File: config.mk
export PLATFORM = sky130hd
export DESIGN_NAME = mem_stage
export DESIGN_NICKNAME = d
export VERILOG_FILES = /design/src/rtl/mem_stage.sv
export SDC_FILE = /design/constraint.sdc
export NUM_CORES = 1
export LEC_CHECK = 0
export CAP_MARGIN = 20
export CORE_MARGIN = 3
export CORE_UTILIZATION = 50
export CTS_BUF_LIST = sky130_fd_sc_hd__clkbuf_8
export DETAILED_ROUTE_END_ITERATION = 10
export PLACE_DENSITY = 0.89
export SKIP_CTS_REPAIR_TIMING = 1
export SLEW_MARGIN = 20
export SYNTH_ARGS = -nofsm -noshare
export SYNTH_HDL_FRONTEND = slang
export SYNTH_SLANG_ARGS = --single-unit
File: constraint.sdc
create_clock -name clk -period 4.7 [get_ports clk]
set_input_delay 0.94 -clock clk [delete_from_list [all_inputs] [get_ports clk]]
set_output_delay 0.94 -clock clk [all_outputs]
set_load 0.005 [all_outputs]
File: src/rtl/mem_stage.sv
// mem_stage: memory-access pipeline stage between execute and writeback.
//
// Accepts one bundle from execute when idle. Non-memory ops go straight to
// writeback one cycle later. Memory ops are size-decoded from the opcode
// and checked for alignment. Misaligned ops produce an addr_err pulse and a
// non-writing writeback bundle. Aligned ops run a request / address-ok /
// data-ok transaction on the data SRAM port, with loads sign- or
// zero-extended.
//
// Ports:
//   clk, rst            clock and synchronous active-high reset
//   exe_valid ..pc_in   bundle from execute (address/result, store data, control)
//   mem_stall           registered busy flag; upstream holds while high
//   data_*              data SRAM request/response interface
//   addr_err            one-cycle misalignment pulse
//   wb_*                registered writeback bundle, wb_valid is a 1-cycle pulse
module mem_stage #(
  parameter int ADDR_W = 32,
  parameter int DATA_W = 32
) (
  input  logic              clk,
  input  logic              rst,
  input  logic              exe_valid,
  input  logic [31:0]       alu_result,
  input  logic [DATA_W-1:0] mem_data_in,
  input  logic [4:0]        write_reg_in,
  input  logic              reg_write_in,
  input  logic              mem_to_reg_in,
  input  logic              mem_read_in,
  input  logic              mem_write_in,
  input  logic [31:0]       inst_in,
  input  logic [31:0]       pc_in,
  output logic              mem_stall,
  output logic              data_req,
  output logic              data_wr,
  output logic [1:0]        data_size,
  output logic [ADDR_W-1:0] data_addr,
  output logic [DATA_W-1:0] data_wdata,
  output logic [3:0]        data_wstrb,
  input  logic              data_addr_ok,
  input  logic              data_data_ok,
  input  logic [DATA_W-1:0] data_rdata,
  output logic              addr_err,
  output logic              wb_valid,
  output logic [DATA_W-1:0] wb_result,
  output logic [4:0]        wb_write_reg,
  output logic              wb_reg_write,
  output logic [31:0]       wb_pc,
  output logic [31:0]       wb_inst
);

  typedef enum logic [1:0] {
    IDLE = 2'd0,
    REQ  = 2'd1,
    WAIT = 2'd2
  } state_t;

  state_t state, state_next;

  // Context of the in-flight access needed at completion time.
  logic [31:0] alu_r;
  logic        reg_write_r;
  logic        mem_to_reg_r;
  logic        load_unsigned_r;

  logic              acc_mem;
  logic [1:0]        acc_size;
  logic              acc_unsigned;
  logic              acc_misaligned;
  logic [DATA_W-1:0] acc_wdata;
  logic [3:0]        acc_wstrb;
  logic [DATA_W-1:0] load_value;

  // Access size from opcode: 0 = byte, 1 = half, 2 = word (also the fallback).
  function automatic logic [1:0] decode_size(input logic [5:0] op);
    logic [1:0] sz;
    case (op)
      6'b100000, 6'b100100, 6'b101000: sz = 2'd0;
      6'b100001, 6'b100101, 6'b101001: sz = 2'd1;
      default:                         sz = 2'd2;
    endcase
    return sz;
  endfunction

  // Replicate store data so the addressed lane carries it regardless of offset.
  function automatic logic [DATA_W-1:0] store_lanes(input logic [1:0] sz,
                                                    input logic [DATA_W-1:0] d);
    logic [DATA_W-1:0] w;
    case (sz)
      2'd0:    w = {4{d[7:0]}};
      2'd1:    w = {2{d[15:0]}};
      default: w = d;
    endcase
    return w;
  endfunction

  function automatic logic [3:0] store_strobe(input logic [1:0] sz,
                                              input logic [1:0] lo);
    logic [3:0] s;
    case (sz)
      2'd0:    s = 4'b0001 << lo;
      2'd1:    s = 4'b0011 << lo;
      default: s = 4'b1111;
    endcase
    return s;
  endfunction

  // Pick the addressed byte/half out of the read word and extend it.
  function automatic logic [DATA_W-1:0] load_extend(input logic [1:0] sz,
                                                    input logic uns,
                                                    input logic [1:0] lo,
                                                    input logic [DATA_W-1:0] rd);
    logic [7:0]        b;
    logic [15:0]       h;
    logic [DATA_W-1:0] r;
    b = rd[{lo, 3'b000} +: 8];
    h = lo[1] ? rd[31:16] : rd[15:0];
    case (sz)
      2'd0:    r = uns ? {24'h000000, b} : {{24{b[7]}}, b};
      2'd1:    r = uns ? {16'h0000, h} : {{16{h[15]}}, h};
      default: r = rd;
    endcase
    return r;
  endfunction

  // Decode the incoming bundle and compute the next FSM state.
  always_comb begin
    acc_mem        = mem_read_in | mem_write_in;
    acc_size       = decode_size(inst_in[31:26]);
    acc_unsigned   = (inst_in[31:26] == 6'b100100) || (inst_in[31:26] == 6'b100101);
    acc_misaligned = ((acc_size == 2'd1) && alu_result[0]) ||
                     ((acc_size == 2'd2) && (alu_result[1:0] != 2'b00));
    acc_wdata      = store_lanes(acc_size, mem_data_in);
    acc_wstrb      = store_strobe(acc_size, alu_result[1:0]);
    load_value     = load_extend(data_size, load_unsigned_r, data_addr[1:0], data_rdata);

    state_next = state;
    case (state)
      IDLE: begin
        if (exe_valid && acc_mem && !acc_misaligned) begin
          state_next = REQ;
        end else begin
          state_next = IDLE;
        end
      end
      REQ: begin
        if (data_addr_ok) begin
          state_next = WAIT;
        end else begin
          state_next = REQ;
        end
      end
      WAIT: begin
        if (data_data_ok) begin
          state_next = IDLE;
        end else begin
          state_next = WAIT;
        end
      end
      default: state_next = IDLE;
    endcase
  end

  // FSM state register.
  always_ff @(posedge clk) begin
    if (rst) begin
      state <= IDLE;
    end else begin
      state <= state_next;
    end
  end

  // Registered request, error and writeback outputs.
  always_ff @(posedge clk) begin
    if (rst) begin
      mem_stall       <= 1'b0;
      data_req        <= 1'b0;
      data_wr         <= 1'b0;
      data_size       <= 2'd0;
      data_addr       <= {ADDR_W{1'b0}};
      data_wdata      <= {DATA_W{1'b0}};
      data_wstrb      <= 4'b0000;
      addr_err        <= 1'b0;
      wb_valid        <= 1'b0;
      wb_result       <= {DATA_W{1'b0}};
      wb_write_reg    <= 5'd0;
      wb_reg_write    <= 1'b0;
      wb_pc           <= 32'h0;
      wb_inst         <= 32'h0;
      alu_r           <= 32'h0;
      reg_write_r     <= 1'b0;
      mem_to_reg_r    <= 1'b0;
      load_unsigned_r <= 1'b0;
    end else begin
      mem_stall <= (state_next != IDLE);
      wb_valid  <= 1'b0;
      addr_err  <= 1'b0;
      case (state)
        IDLE: begin
          if (exe_valid) begin
            // Identity fields are qualified by wb_valid, so load them on accept.
            wb_write_reg    <= write_reg_in;
            wb_pc           <= pc_in;
            wb_inst         <= inst_in;
            alu_r           <= alu_result;
            reg_write_r     <= reg_write_in;
            mem_to_reg_r    <= mem_to_reg_in;
            load_unsigned_r <= acc_unsigned;
            if (!acc_mem) begin
              wb_valid     <= 1'b1;
              wb_result    <= alu_result;
              wb_reg_write <= reg_write_in;
            end else if (acc_misaligned) begin
              addr_err     <= 1'b1;
              wb_valid     <= 1'b1;
              wb_result    <= alu_result;
              wb_reg_write <= 1'b0;
            end else begin
              data_req   <= 1'b1;
              data_wr    <= mem_write_in;
              data_size  <= acc_size;
              data_addr  <= alu_result[ADDR_W-1:0];
              data_wdata <= mem_write_in ? acc_wdata : {DATA_W{1'b0}};
              data_wstrb <= mem_write_in ? acc_wstrb : 4'b0000;
            end
          end
        end
        REQ: begin
          if (data_addr_ok) begin
            data_req <= 1'b0;
          end
        end
        WAIT: begin
          if (data_data_ok) begin
            wb_valid     <= 1'b1;
            wb_reg_write <= reg_write_r & ~data_wr;
            wb_result    <= (!data_wr && mem_to_reg_r) ? load_value : alu_r;
          end
        end
        default: begin
        end
      endcase
    end
  end

endmodule
==> results.py, run 1 <==
metrics = {
    "cells_and_area": {
        "antenna_cells": 0,
        "nets": 1597,
        "area_delta_synth_final_pct": 44.2,
        "drive_gt1_share_pct": 7.20,
        "final_common_cell": "clkdlybuf4s50_1",
        "final_util_pct": 75.0,
        "mostFrequentLayoutCells": "clkdlybuf4s50_1, nand2_1, dfxtp_1, a21oi_1, o21ai_0",
    },
    "drt": {
        "drcViolationCount": 0,
        "post_drt_wl_per_cell_um": 21.0,
        "via_per_inst": 6.14,
        "drtPass1Iterations": 5,
        "drtIter0Drc": 847,
        "ant_nets": 0,
        "drt-total-wl_um": 35100,
        "via_count": 10300,
    },
    "sta": {
        "report.final.slew_viol_count": 0,
        "rsz0062_at_grt": "false",
        "setup_viol": 0,
        "max_freq_mhz": 320,
        "hold_viol": 0,
        "final.setup.tns_ps": 0,
        "layout_worst_path_cycle_share_pct": 66.4,
        "slew_headroom_pct": 27.1,
        "hold_slack_ps": 451,
        "skew_ps": 26.5,
        "tightest_slew_ps": 1090,
        "finalCriticalPeriod_ps": 3120,
    },
    "floorplanning": {
        "core_mm2": 0.0183,
        "rows": 49,
        "fp.dieH_um": 144,
        "fp.dieW_um": 144,
        "ios": 351,
        "dieArea_mm2": 0.0208,
        "start_util_pct": 52.0,
    },
    "synth": {
        "synth_seq_cells": 214,
        "synth_cells": 1135,
        "ys.flop_type": "dfxtp_1",
        "ys_async_sr_fraction_pct": 0,
        "yosysSeqAreaShare_pct": 44.9,
        "synth_edf_count": 0,
        "synthDistinctLibCells": 56,
        "ys_warn_count": 0,
        "avgSynthCellArea_um2": 8.40,
        "synth_nets": 1309,
        "syn-cell-area_mm2": 0.00954,
    },
    "cts": {
        "cts.sinks": 214,
        "root_buffer": "clkbuf_8",
        "clock_latency_ps": 520,
        "path_clk_slew_ps": 60,
        "cts_buffer_depth": 3,
        "cts_htree_levels": 2,
        "cts_tree": "yes",
        "cts-buffers-inserted": 37,
    },
    "global_routing": {
        "grt.overflow.total": 0,
        "grtUsageTotal_pct": 31.9,
        "grt_start_max_net_pins": 117,
        "antenna_found_initial": 1,
        "grt_pass1_vias": 9891,
        "grt_pass1_wl_um": 53000,
    },
    "worst_setup_path": {
        "regToRegStartpoint": "data_addr[1]",
        "slowest_delay_ps": 540,
        "cpMostUsedCell": "buf_4",
        "crit_slowest_cell": "clkdlybuf4s50_1",
        "required_ps": 5120,
        "startpoint": "inst_in[31]",
        "path_delay_family": "buffers and inverters",
        "cp_cell_sequence": "clkdlybuf4s50_1 -> nor3b_2 -> a31o_2 -> buf_4 -> nand4_1 -> buf_4 -> o2bb2ai_1",
        "crit_fanout": 49,
        "crit_path_end_kind": "register",
        "crit_arrival_ps": 3550,
        "cp-start-kind": "input pin",
        "r2r-end": "wb_result[10]",
        "reg2regPathDepth": 4,
        "ff2ff_setup_slack_ps": 2090,
        "crit_buf_inv": 3,
        "crit_type": "input pin to register",
    },
    "hold_path": {
        "min_from": "wb_inst[30]",
        "min_to": "wb_inst[30]",
        "worstHoldPathCells": 2,
        "hp-class": "register to register",
    },
    "job": {
        "drv.max_cap_violation_count": 0,
    },
    "power_and_ir_drop": {
        "power.density_mw_per_mm2": 318,
        "ir_drop_mv": 0.203,
        "leakagePower_nw": 4.88,
    },
    "place": {
        "gp_congestion": 0.982,
        "io_buffer_count": 350,
        "dpl.hpwl_um": 24300,
    },
    "status": {
        "outcome": "finished clean",
    },
}
==> cells in the mapped netlist, types with 17 or more instances <==
library cell / n / share of area (%)
a211oi_1: 20 / 1.6
a21oi_1: 166 / 8.7
a311oi_1: 18 / 1.7
buf_2: 17 / 0.89
clkbuf_1: 92 / 3.6
dfxtp_1: 214 / 45
mux2i_1: 34 / 3.6
nand2_1: 217 / 8.5
nand3_1: 38 / 2.0
o2111ai_1: 17 / 1.6
o21ai_0: 78 / 4.1
o2bb2ai_1: 24 / 2.2
==> logic make-up after synthesis <==
kind of cell,after synthesis,share of synthesized area [%]
AO/OA/AOI/OAI,411,27.7
multiplexers,43,4.75
AND/OR/NAND/NOR,341,17.2
flip-flops,214,44.9
buffers and inverters,126,5.46
==> power breakdown <==
part / switching [W] / leakage, nW / internal, W
clock network: 0.000734 / 0.399 / 0.000876
logic: 0.000381 / 2.73 / 0.000393
registers: 0.0000702 / 1.75 / 0.00192
==> worst register-to-register path, cell delays in order (launching register included) <==
cell	delay (ps)
dfxtp_1	930
mux2_2	450
or4b_2	610
a32oi_1	370
o31ai_1	130
==> how the worst max path moves through the flow <==
stage,endpoint,cells after the start
2_1_floorplan,wb_reg_write,7
3_3_place_gp,data_wdata[12],7
3_5_place_dp,data_wdata[27],7
4_1_cts,data_wdata[31],7
5_1_grt,data_wdata[31],7
6_report,data_wdata[31],7
==> through the flow <==
stage	power, W	setup slack [ps]	instances	cell area, um2
floorplan	0.00234	2210	1135	9540
global placement	0.00276	1220	1612	13000
detailed placement	0.00278	1130	1612	13000
CTS	0.00438	1640	1672	13700
global route	0.00454	1440	1673	13800
finish	0.00438	1580	1673	13800
==> layout make-up <==
cell class              instances  area [um2]
flip-flops and latches        214        4280
clock buffers                  46         633
inverters                       5        18.8
clock inverters                14        62.6
repair buffers                370        3690
fillers                      1312        4580
multi-input cells             795        4780
well taps                     229         287
==> metal layers <==
layer	track usage, %	vias to the layer above	wire, um
met5	0	-	15
met4	14.5	2	1590
met3	7.31	110	3280
met2	53.3	572	17100
met1	39.4	4853	13000
li1	-	4734	-
Note: power is estimated with default switching activity, not from simulation.
==> inputs of run 2 (changes only) <==
- CORE_UTILIZATION: 50 -> 46
- PLACE_DENSITY: 0.89 -> 0.82
- clock period: 4.7 -> 3 ns (I/O delays scaled with it)
==> results.py, run 2 (synthesis results as in run 1) <==
metrics = {
    "status": {
        "outcome": "finished clean",
    },
    "sta": {
        "max_freq_mhz": 395,
        "rsz0062_at_grt": "false",
        "hold_viol": 0,
        "report.final.slew_viol_count": 0,
        "setup_viol": 0,
        "skew_ps": 12.6,
        "final.setup.tns_ps": 0,
        "tightest_slew_ps": 840,
        "slew_headroom_pct": 44.0,
        "layout_worst_path_cycle_share_pct": 84.4,
        "finalCriticalPeriod_ps": 2530,
    },
    "place": {
        "io_buffer_count": 350,
        "gp_congestion": 0.928,
        "dpl.hpwl_um": 24900,
    },
    "power_and_ir_drop": {
        "leakagePower_nw": 5.02,
        "p_comb_share_pct": 17.5,
        "ir_drop_mv": 0.250,
        "p_sw_share_pct": 26.9,
        "p_int_w": 0.00516,
        "seqPwrFrac_pct": 44.1,
        "p_sw_w": 0.00190,
        "finalPower_w": 0.00706,
        "p_clk_share_pct": 38.3,
        "power.density_mw_per_mm2": 504,
    },
    "floorplanning": {
        "ios": 351,
        "core_mm2": 0.0203,
        "dieArea_mm2": 0.0225,
        "fp.dieH_um": 150,
        "start_util_pct": 47.0,
        "fp.dieW_um": 150,
        "rows": 52,
    },
    "global_routing": {
        "use_met1_pct": 37.5,
        "grt_pass1_vias": 9856,
        "antenna_found_initial": 3,
        "use_met2_pct": 49.8,
        "grt_start_max_net_pins": 87,
        "busiest_layer": "met2",
        "grt_util_met3_pct": 7.00,
        "grtUsageTotal_pct": 29.8,
        "grt_pass1_wl_um": 53800,
        "grt.overflow.total": 0,
    },
    "worst_setup_path": {
        "crit_path_end": "data_addr[1]",
        "crit_buf_inv": 1,
        "ff2ff_setup_slack_ps": 600,
        "crit_cells": 1,
        "startpoint": "data_addr[1]",
        "regToRegStartpoint": "data_addr[1]",
        "crit_type": "register to primary output",
        "cp-start-kind": "register",
        "reg2regPathDepth": 4,
        "cp_cell_sequence": "clkdlybuf4s50_1",
        "crit_arrival_ps": 1930,
        "slowest_delay_ps": 780,
        "required_ps": 2400,
        "path_delay_family": "flip-flops",
        "crit_path_end_kind": "primary output",
        "crit_fanout": 14,
        "r2r-end": "wb_result[10]",
        "crit_slowest_cell": "dfxtp_1",
    },
    "drt": {
        "via_per_inst": 5.89,
        "ant_nets": 0,
        "drt-total-wl_um": 35300,
        "post_drt_wl_per_cell_um": 20.3,
        "drtPass1Iterations": 5,
        "via_count": 10200,
        "drcViolationCount": 0,
        "drtIter0Drc": 826,
    },
    "cts": {
        "cts_buffer_depth": 3,
        "clock_latency_ps": 520,
        "root_buffer": "clkbuf_8",
        "cts_tree": "yes",
        "cts.sinks": 214,
        "cts_htree_levels": 2,
        "cts-buffers-inserted": 37,
        "path_clk_slew_ps": 60,
    },
    "cells_and_area": {
        "mostFrequentLayoutCells": "clkdlybuf4s50_1, nand2_1, dfxtp_1, a21oi_1, o21ai_0",
        "nFillCells": 1613,
        "final_common_cell": "clkdlybuf4s50_1",
        "area_delta_synth_final_pct": 47.0,
        "nets": 1618,
        "drive_gt1_share_pct": 8.58,
    },
    "hold_path": {
        "hp-class": "register to register",
    },
    "job": {
        "drv.max_cap_violation_count": 0,
    },
}
## run 2: cell count changes in the layout (fill, tap and decap cells not counted)
cell / previous run / this run
buf_4: 18 / 38
clkinv_2: 4 / 2
inv_1: 14 / 17
buf_16: 1 / 0
bufinv_16: 0 / 1
clkbuf_8: 46 / 48
nor2b_2: 0 / 1
nor2b_4: 1 / 0
diode_2: 0 / 1
buf_12: 1 / 3
## run 2: worst min path at each step
stage,from,endpoint,cells past startpoint
after CTS,rst,state[1],2
after detailed placement,data_wdata[21],data_wdata[21],1
after floorplan,alu_r[10],alu_r[10],2
final,wb_pc[20],wb_pc[20],2
after global placement,wb_inst[10],wb_inst[10],2
after global routing,rst,state[1],2
## run 2: power groups by stage
stage          sequential [W]  combinational [W]  clock [W]
2_1_floorplan         0.00316           0.000512          0
3_3_place_gp          0.00317            0.00120          0
3_5_place_dp          0.00317            0.00122          0
4_1_cts               0.00311            0.00123    0.00275
5_1_grt               0.00313            0.00133    0.00287
6_report              0.00312            0.00124    0.00271
## run 2: stage by stage
stage / worst slack (ps) / instance area (um2) / std cells / util [%] / hold WS [ps]
floorplan: 851 / 9540 / 1135 / - / 436
global placement: 367 / 13300 / 1675 / 65.4 / 441
detailed placement: 356 / 13300 / 1675 / 65.4 / 446
CTS: 487 / 14000 / 1739 / 69.1 / 422
global route: 441 / 14000 / 1740 / 69.1 / 450
finish: 468 / 14000 / 1740 / 69.1 / 451
## run 2: layer usage
metal / routed length, um / share of wire (%)
met1: 14000 / 40
met2: 17100 / 48
met3: 2900 / 8.2
met4: 1300 / 3.7
met5: 20 / 0.057
## run 2: layout make-up
type | count | area, um2 | share of cell area [%]
diodes | 1 | 2.50 | 0.0178
flip-flops and latches | 214 | 4280 | 30.5
clock inverters | 16 | 93.8 | 0.669
repair buffers | 391 | 3850 | 27.5
multi-input cells | 795 | 4780 | 34.1
clock buffers | 48 | 661 | 4.71
well taps | 270 | 338 | 2.41
inverters | 5 | 18.8 | 0.134
==> inputs of run 3 (changes only) <==
- clock period: 3 -> 2.6 ns (I/O delays scaled with it)
==> results.py, run 3 (synthesis results as in run 1) <==
metrics = {
    "place": {
        "io_buffer_count": 350,
        "dpl.hpwl_um": 25300,
        "gp_congestion": 0.960,
        "placed_area_mm2": 0.0135,
    },
    "cells_and_area": {
        "fin_area_mm2": 0.0142,
        "area_delta_synth_final_pct": 49.2,
        "antenna_cells": 0,
        "drive_gt1_share_pct": 9.77,
        "final_common_cell": "clkdlybuf4s50_1",
        "mostFrequentLayoutCells": "clkdlybuf4s50_1, nand2_1, dfxtp_1, a21oi_1, o21ai_0",
        "nets": 1633,
    },
    "power_and_ir_drop": {
        "leakagePower_nw": 5.12,
        "finalPower_w": 0.00825,
        "p_comb_share_pct": 18.1,
        "seqPwrFrac_pct": 43.5,
        "p_sw_w": 0.00223,
        "p_sw_share_pct": 27.1,
        "p_clk_share_pct": 38.4,
        "p_int_w": 0.00601,
        "ir_drop_mv": 0.401,
        "power.density_mw_per_mm2": 579,
    },
    "drt": {
        "via_count": 10500,
        "drtPass1Iterations": 5,
        "via_per_inst": 5.99,
        "ant_nets": 0,
        "drcViolationCount": 0,
        "drtIter0Drc": 907,
        "drt-total-wl_um": 36100,
        "post_drt_wl_per_cell_um": 20.6,
    },
    "worst_setup_path": {
        "crit_fanout": 17,
        "crit_arrival_ps": 2740,
        "cp_cell_sequence": "nor3b_1 -> a221oi_1 -> o31a_1 -> o41ai_1",
        "required_ps": 3010,
        "path_delay_family": "simple AND/OR/NAND/NOR gates",
        "crit_type": "register to register",
        "crit_buf_inv": 0,
        "slowest_delay_ps": 1000,
        "crit_slowest_cell": "nor3b_1",
        "cp-start-kind": "register",
        "crit_path_end_kind": "register",
    },
    "global_routing": {
        "grt_start_max_net_pins": 78,
        "grt_pass1_vias": 9986,
        "grt.overflow.total": 0,
        "grt_pass1_wl_um": 55100,
        "antenna_found_initial": 1,
        "grtUsageTotal_pct": 30.5,
    },
    "sta": {
        "finalCriticalPeriod_ps": 2330,
        "final.setup.tns_ps": 0,
        "layout_worst_path_cycle_share_pct": 89.4,
        "max_freq_mhz": 430,
        "setup_viol": 0,
        "rsz0062_at_grt": "false",
        "slew_headroom_pct": 22.9,
        "skew_ps": 15.0,
        "tightest_slew_ps": 1150,
        "hold_viol": 0,
        "report.final.slew_viol_count": 0,
        "hold_slack_ps": 389,
    },
    "cts": {
        "clock_latency_ps": 530,
        "cts-buffers-inserted": 38,
        "cts_htree_levels": 2,
        "cts_buffer_depth": 3,
        "cts.sinks": 214,
        "root_buffer": "clkbuf_8",
        "path_clk_slew_ps": 60,
        "cts_tree": "yes",
    },
    "floorplanning": {
        "fp.dieW_um": 150,
        "core_mm2": 0.0203,
        "dieArea_mm2": 0.0225,
        "rows": 52,
        "start_util_pct": 47.0,
        "ios": 351,
        "fp.dieH_um": 150,
    },
    "hold_path": {
        "hp-class": "input pin to register",
    },
    "job": {
        "drv.max_cap_violation_count": 0,
    },
    "status": {
        "outcome": "finished clean",
    },
}
==> run 3: cell count changes in the layout (fill, tap and decap cells not counted), sizes merged <==
| cell | delta |
|---|---|
| inv | -4 |
| clkinvlp | +1 |
| buf | +14 |
| bufinv | -1 |
| clkbuf | +4 |
| clkinv | +1 |
| diode | -1 |
==> run 3: layout make-up <==
| cell class | instances | area, um2 |
|---|---|---|
| fillers | 1603 | 6060 |
| multi-input cells | 795 | 4780 |
| flip-flops and latches | 214 | 4280 |
| repair buffers | 405 | 4040 |
| clock buffers | 52 | 716 |
| well taps | 270 | 338 |
| clock inverters | 13 | 61.3 |
| inverters | 5 | 18.8 |
==> run 3: power by group through the flow <==
| stage | clock network (W) | registers, W | logic (W) |
|---|---|---|---|
| after floorplan | 0 | 0.00364 | 0.000591 |
| after global routing | 0.00338 | 0.00360 | 0.00159 |
| final | 0.00317 | 0.00359 | 0.00149 |
| after global placement | 0 | 0.00365 | 0.00145 |
| after detailed placement | 0 | 0.00365 | 0.00147 |
| after CTS | 0.00322 | 0.00358 | 0.00148 |
==> run 3: path summary, 6_finish.rpt <==
path / start / end / slack [ps] / cells after the start
max: data_size[0] / wb_result[6] / 270 / 4
max reg2reg: data_size[0] / wb_result[6] / 270 / 4
min reg2reg: wb_inst[9] / wb_inst[9] / 450 / 2
min: rst / data_wstrb[0] / 390 / 2
==> run 3: worst register-to-register path: cells and delay by family, from the launching register on <==
kind	cells	cell delay (ps)
AOI/OAI and AO/OA	3	750
DFF	1	470
and+or+nand+nor	1	1000
==> run 3: metrics by stage <==
stage	instances	worst slack [ps]	util (%)
after global placement	1689	212	66.3
after detailed placement	1689	157	66.3
after floorplan	1135	531	-
after global routing	1754	186	70.1
after CTS	1754	256	70.1
final	1754	275	70.1
==> run 3: routing by layer <==
layer / global-route usage, % / vias up / wire [um]
li1: - / 4804 / -
met1: 38.6 / 4984 / 14000
met2: 48.8 / 604 / 17300
met3: 8.60 / 104 / 3430
met4: 12.9 / 2 / 1410
met5: 0 / - / 13
